File: src/rtl/digit_serial_addsub.sv
// ============================================================================
// Module      : digit_serial_addsub
// Description : Multi-cycle signed adder/subtractor, DIGIT bits per clock,
//               WIDTH+1-bit sign-extended exact result with carry and overflow.
// Revision    : 1.0
// ============================================================================
`timescale 1ns/1ps
`default_nettype none

module digit_serial_addsub #(
    parameter int WIDTH = 8,
    parameter int DIGIT = 4
) (
    input  logic             Clk,
    input  logic             Reset,
    input  logic             start,
    input  logic             sub,
    input  logic [WIDTH-1:0] A,
    input  logic [WIDTH-1:0] B,
    input  logic             cin,
    output logic             ready,
    output logic             done,
    output logic [WIDTH:0]   S,
    output logic             cout,
    output logic             ovf
);

    localparam int N     = WIDTH / DIGIT;
    localparam int CNT_W = (N > 1) ? $clog2(N) : 1;

    typedef enum logic [1:0] {
        IDLE = 2'd0,
        RUN  = 2'd1,
        DONE = 2'd2
    } state_t;

    state_t             state;
    state_t             state_next;
    logic [WIDTH-1:0]   a_sh;
    logic [WIDTH-1:0]   b_sh;
    logic               carry;
    logic [CNT_W-1:0]   dcnt;
    logic [WIDTH:0]     s_reg;
    logic               cout_reg;
    logic               ovf_reg;
    logic [DIGIT:0]     carries;
    logic [DIGIT-1:0]   dsum;
    logic               last_digit;
    logic               accept;

    assign last_digit = (dcnt == CNT_W'(N - 1));
    assign accept     = start && ready;

    // Operands are shifted down so the current digit always sits in the low bits.
    assign carries[0] = carry;

    for (genvar j = 0; j < DIGIT; j++) begin : g_fa
        assign dsum[j]      = a_sh[j] ^ b_sh[j] ^ carries[j];
        assign carries[j+1] = (a_sh[j] & b_sh[j]) | (a_sh[j] & carries[j])
                            | (b_sh[j] & carries[j]);
    end

    always_ff @(posedge Clk) begin
        if (Reset) begin
            state <= IDLE;
        end else begin
            state <= state_next;
        end
    end

    always_comb begin
        state_next = state;
        ready      = 1'b0;
        done       = 1'b0;
        case (state)
            IDLE: begin
                ready = 1'b1;
                if (start) begin
                    state_next = RUN;
                end
            end
            RUN: begin
                if (last_digit) begin
                    state_next = DONE;
                end
            end
            DONE: begin
                ready = 1'b1;
                done  = 1'b1;
                state_next = start ? RUN : IDLE;
            end
            default: begin
                state_next = IDLE;
            end
        endcase
    end

    always_ff @(posedge Clk) begin
        if (Reset) begin
            a_sh     <= '0;
            b_sh     <= '0;
            carry    <= 1'b0;
            dcnt     <= '0;
            s_reg    <= '0;
            cout_reg <= 1'b0;
            ovf_reg  <= 1'b0;
        end else if (accept) begin
            a_sh  <= A;
            b_sh  <= sub ? ~B : B;
            carry <= sub ? ~cin : cin;
            dcnt  <= '0;
        end else if (state == RUN) begin
            a_sh  <= a_sh >> DIGIT;
            b_sh  <= b_sh >> DIGIT;
            carry <= carries[DIGIT];
            dcnt  <= dcnt + 1'b1;
            for (int i = 0; i < N; i++) begin
                if (dcnt == CNT_W'(i)) begin
                    s_reg[i*DIGIT +: DIGIT] <= dsum;
                end
            end
            // Top digit: extend the sign through one more full-adder cell.
            if (last_digit) begin
                s_reg[WIDTH] <= a_sh[DIGIT-1] ^ b_sh[DIGIT-1] ^ carries[DIGIT];
                cout_reg     <= (a_sh[DIGIT-1] & b_sh[DIGIT-1])
                              | (a_sh[DIGIT-1] & carries[DIGIT])
                              | (b_sh[DIGIT-1] & carries[DIGIT]);
                ovf_reg      <= carries[DIGIT] ^ carries[DIGIT-1];
            end
        end
    end

    assign S    = s_reg;
    assign cout = cout_reg;
    assign ovf  = ovf_reg;

endmodule

`default_nettype wire
File: config.mk
export PLATFORM = sky130hd
export DESIGN_NAME = digit_serial_addsub
export DESIGN_NICKNAME = d
export VERILOG_FILES = /design/src/rtl/digit_serial_addsub.sv
export SDC_FILE = /design/constraint.sdc
export NUM_CORES = 1
export LEC_CHECK = 0
export ABC_AREA = 0
export BUFFER_PORTS_ARGS = -buffer_cell sky130_fd_sc_hd__buf_2
export CAP_MARGIN = 20
export CORE_ASPECT_RATIO = 2
export CORE_MARGIN = 5
export CORE_UTILIZATION = 50
export CTS_CLUSTER_DIAMETER = 80
export CTS_CLUSTER_SIZE = 20
export DETAILED_ROUTE_END_ITERATION = 8
export MAX_ROUTING_LAYER = met4
export PLACE_DENSITY = 0.75
export SETUP_SLACK_MARGIN = 0.05
export SYNTH_ARGS = -nofsm -noshare
export SYNTH_HDL_FRONTEND = slang
export SYNTH_SLANG_ARGS = --single-unit
File: constraint.sdc
create_clock -name Clk -period 7 [get_ports Clk]
set_input_delay 1.05 -clock Clk [delete_from_list [all_inputs] [get_ports Clk]]
set_output_delay 1.05 -clock Clk [all_outputs]
set_load 0.05 [all_outputs]
**After elaboration in Yosys (flattened, before gate mapping)**

Cells that the tools add are included.

- Output and inout port bits: 13
- Logic and storage cells: 74
- Input port bits: 21
- Flip-flop bits (word level): 31

- Bitwise gates (word level): 38
- Reductions and logical operators: 8
- Eq/ne operators: 4
- Multiplexer cells: 14
- $add $sub $neg: 1

Operator list:

| cell | number |
|---|---|
| 8-bit two-way mux | 5 |
| 1-bit bitwise AND | 14 |
| 1-bit OR | 10 |
| 1-bit XOR | 10 |
| 8-bit NOT | 1 |
| 1-bit two-way mux | 6 |
| 2-bit one-hot mux with 3 select lines | 1 |
| 3-bit AND reduction | 2 |
| 2-bit two-way mux | 2 |
| 2-bit inequality test (second input constant) | 2 |
| 2-bit OR reduction | 2 |
| 1-bit NOT | 3 |
| 2-bit by 1-bit equality test with 1-bit output (second input constant) | 1 |
| 2-bit equality test (second input constant) | 1 |
| 2-bit logical NOT | 1 |
| 2-bit AND reduction | 1 |
| 2-bit nonzero test | 1 |
| 1-bit adder (second input constant) | 1 |
| 1-bit logical AND | 1 |

**Depth between registers and ports, before layout**

- Word-level depth: 15
- Gate-level depth with buffers: 8
- Gate-level depth less buffers: 8

**Worst setup path after synthesis**

No wires, ideal clock.

- Path kind: reg-to-reg
- Start: register a_sh[0]
- End: register ovf_reg, in the netlist ovf
- Cell stages (with the launch flop): 9
- Path buffers: 0
- Data required time: 6.921 ns
- Period minus slack after synthesis: 2.212 ns
- Setup slack: 4.788 ns
- Arrival time: 2.133 ns
- Library setup time: 0.079 ns
- Path through: dfxtp_1 -> inv_1 -> fa_1 -> inv_1 -> fa_1 -> fa_1 -> fa_1 -> xnor2_1 -> a211oi_2

- Cells in the longest elaborated chain, start to end: 13
- Elaborated cells on any way between the ends: 17
- Those cells by class: 17 x bitwise

Ends and longest elaborated chain:

| item | RTL line | source |
|---|---|---|
| start, declared | 39 | `logic [WIDTH-1:0] a_sh;` |
| start signal, assigned | 113 | `a_sh <= a_sh >> DIGIT;` |
| 1-bit bitwise AND | 59 | `assign carries[j+1] = (a_sh[j] & b_sh[j]) \| (a_sh[j] & carries[j])` |
| 1-bit OR (*) | 59 |  |
| 1-bit OR (*) | 60 | `\| (b_sh[j] & carries[j]);` |
| 1-bit bitwise AND | 59 |  |
| 1-bit OR | 59 |  |
| 1-bit OR (*) | 60 |  |
| 1-bit bitwise AND | 59 |  |
| 1-bit OR | 59 |  |
| 1-bit OR (*) | 60 |  |
| 1-bit bitwise AND | 59 |  |
| 1-bit OR | 59 |  |
| 1-bit OR | 60 |  |
| 1-bit XOR (*) | 128 | `ovf_reg <= carries[DIGIT] ^ carries[DIGIT-1];` |
| end signal, assigned | 128 |  |
| end, declared | 45 | `logic ovf_reg;` |

Every way passes the cells marked *; elsewhere a longest branch is shown, timed or not.
A chain may end at the register's enable or synchronous reset.

**Worst setup path in the final report**

Ends and elaborated chain as after synthesis.

==> flow_metrics.env <==
export IMPL_status="completed"
export IMPL_synth_cells=153
export IMPL_num_antenna_cells=0
export IMPL_reg2reg_to="ovf"
export IMPL_slowest_stage="fa_1"
export IMPL_core_um2=2770
export IMPL_yosys_area_top_type="dfxtp_1"
export IMPL_setup_ws_ps=4580
export IMPL_crit_fanout=3
export IMPL_largest_reg_flops=9
export IMPL_crit_arrival_ps=2630
export IMPL_finalMaxSlewViolations=0
export IMPL_drtIter0Drc=27
export IMPL_period_needed_ps=2420
export IMPL_r2r_slack_ps=4580
export IMPL_crit_path_cell_trace="inv_1 > fa_1 > inv_1 > fa_1 > fa_1 > fa_1 > xnor2_1 > a211oi_2"
export IMPL_p_clk_frac=0.338
export IMPL_start_util=0.520
export IMPL_cts_buffers_inserted=5
export IMPL_crit_path_end_kind="flop"
export IMPL_synth_top_family_by_area="simple AND/OR/NAND/NOR gates"
export IMPL_ys_warn_count=0
export IMPL_synth_compound_area_share=0.158
export IMPL_drt_first_pass_iters=4
export IMPL_synthAdderAreaFrac=0.0694
export IMPL_intPower_mw=0.282
export IMPL_syn_cell_area_um2=1440
export IMPL_first_global_vias=1180
export IMPL_vias_per_cell=5.34
export IMPL_postCtsSetupBuffers=0
export IMPL_die_area_um2=4120
export IMPL_synth_simple_area_share=0.170
export IMPL_worstHoldPathType="reg -> reg"
export IMPL_wl_per_cell_um=14.1
export IMPL_comb_power_share=0.172
export IMPL_ys_ff_latch=31
export IMPL_tns_ps=0
export IMPL_synthMuxAreaShare=0.0278
export IMPL_die_w_um=48.0
export IMPL_wl_met3_um=169
export IMPL_area_delta_synth_final_pct=14.5
export IMPL_p_per_area_nw_per_um2=241
export IMPL_yosysTopAreaCellShare=0.431
export IMPL_pwr_share_seq=0.490
export IMPL_holdPathStages=2
export IMPL_clkTransAtPathRegs_ps=60
export IMPL_drv_cap=0
export IMPL_finClkSkew_ps=7.97
export IMPL_drc=0
export IMPL_wl_met1_um=1120
export IMPL_fp_dieH_um=85.9
export IMPL_grt_usage=0.174
export IMPL_worstMarginPinSlew_ps=778
export IMPL_clock_sinks=31
export IMPL_cts_tree="built"
export IMPL_ant_nets=0
export IMPL_critPathMaxStageDelay_ps=480
export IMPL_ir_drop_mv=0.159
export IMPL_num_io_pins=34
export IMPL_hold_ws_ps=472
export IMPL_drive_gt1_frac=0.262
export IMPL_layout_worst_path_cycle_share=0.346
export IMPL_ctsHoldBuffers=0
export IMPL_clockBufferDepth=2
export IMPL_cp_top_family="adder cells"
export IMPL_yosysUniqueCellTypes=25
export IMPL_gp_congestion=0.786
export IMPL_port_buffers=33
export IMPL_dpl_hpwl_um=2200
export IMPL_yosysSeqAreaShare=0.431
export IMPL_crit_path_frequent_cell="fa_1"
export IMPL_reg2reg_from="a_sh[0]"
export IMPL_insertion_delay_ps=290
export IMPL_cts_htree_levels=2
export IMPL_top_layer="met4"
export IMPL_fp_row_count=27
export IMPL_fillCellCount=275
export IMPL_cts_resized=0
export IMPL_post_place_ws_ps=4600
export IMPL_hp_start="a_sh[0]"
export IMPL_grt_ovfl_total=0
export IMPL_relSlewSlack=0.480
export IMPL_grt_setup_unrepaired="false"
export IMPL_syn_num_nets=179
export IMPL_path_class="reg -> reg"
export IMPL_root_buffer="clkbuf_8"
export IMPL_path_buf_inv=2
export IMPL_crit_path_start_kind="flop"
export IMPL_required_ps=7200
export IMPL_p_sw_frac=0.292
export IMPL_antenna_found_initial=0
export IMPL_setup_viol=0
export IMPL_grt_max_degree=32
export IMPL_power_leakage_nw=0.677
export IMPL_layout_nets=208
export IMPL_routed_wl_um=2990
export IMPL_hold_viol_final=0
export IMPL_grt_pass1_wl_um=5130
export IMPL_reg2regPathDepth=8
export IMPL_wl_met2_um=1620
export IMPL_power_switching_mw=0.116
export IMPL_vias=1132
export IMPL_synthTopCellsByArea="dfxtp_1, a21oi_1, fa_1, nand3_1, xor2_1"
export IMPL_synth_xor_area_frac=0.0668
export IMPL_fmax_mhz=413
export IMPL_worstHoldEndpoint="a_sh[0]"
export IMPL_synth_area_per_cell_um2=9.42
## how the worst max path moves through the flow
stage,endpoint,from,cells past startpoint,slack [ps]
after floorplan,ovf,a_sh[0],8,4790
after global placement,a_sh[2],start,4,4490
after detailed placement,ovf,a_sh[0],8,4600
after CTS,ovf,a_sh[0],8,4570
after global routing,ovf,a_sh[0],8,4470
final,ovf,a_sh[0],8,4580
## metal layers
layer / vias up / global-route usage
li1: 572 / -
met1: 516 / 0.185
met2: 33 / 0.280
met3: 11 / 0.0441
met4: 0 / 0.0907
met5: - / -
## power by group through the flow
| stage | clock, mW | sequential [mW] | combinational (mW) |
|---|---|---|---|
| 2_1_floorplan | 0 | 0.206 | 0.0458 |
| 3_3_place_gp | 0 | 0.198 | 0.0650 |
| 3_5_place_dp | 0 | 0.199 | 0.0685 |
| 4_1_cts | 0.138 | 0.195 | 0.0689 |
| 5_1_grt | 0.144 | 0.196 | 0.0765 |
| 6_report | 0.135 | 0.195 | 0.0686 |
## cell usage in the layout, fill, tap and decap left out, types with 2 or more instances in the layout
cell       n
nand3_1   17
clkbuf_1   2
nand2b_1   2
clkbuf_8   5
fa_1       5
buf_2     33
xor2_1     9
o21ai_0    3
inv_1      7
nand2_1   11
xnor2_1    2
a21oi_1   20
nor2_1     7
dfxtp_1   31
a211oi_2   3
a22oi_1    9
mux2i_1    4
nor2b_1    4
nor2_2     3
## cell usage after synthesis, drive strengths merged
master	n
dfxtp	31
a21oi	20
nand3	17
nand2	11
nor2	10
a22oi	9
buf	9
xor2	9
inv	7
fa	5
a211oi	4
mux2i	4
nor2b	4
clkbuf	3
o21ai	3
nand2b	2
xnor2	2
and3b	1
nor3	1
nor3b	1
## metrics by stage
stage                     cell area (µm²)  cells  power [mW]   util
after detailed placement             1570    204       0.267  0.566
final                                1650    212       0.398  0.596
after global placement               1560    203       0.263  0.562
after CTS                            1650    212       0.402  0.596
after floorplan                      1440    153       0.252      -
after global routing                 1650    212       0.417  0.596
## kinds of logic (layout without fill, tap and decap cells)
group / count (synthesis) / after routing
simple gates: 47 / 47
fa+ha+maj: 5 / 5
xor+xnor: 11 / 11
compound gates: 36 / 36
buf+inv: 19 / 49
flops: 31 / 31
mux: 4 / 4
## layout make-up
type                    count  area (µm²)  area share
repair buffers             34         176       0.107
flip-flops and latches     31         621       0.376
inverters                   7        26.3      0.0159
clock buffers               7        76.3      0.0462
clock inverters             1        5.00     0.00303
multi-input cells         103         709       0.430
well taps                  29        36.3      0.0220
## worst min-delay path: stages (launching register included)
cell and delay (ps):
dfxtp_1 310, nand3_1 60, a21oi_1 50
(Power assumes the default switching activity.)
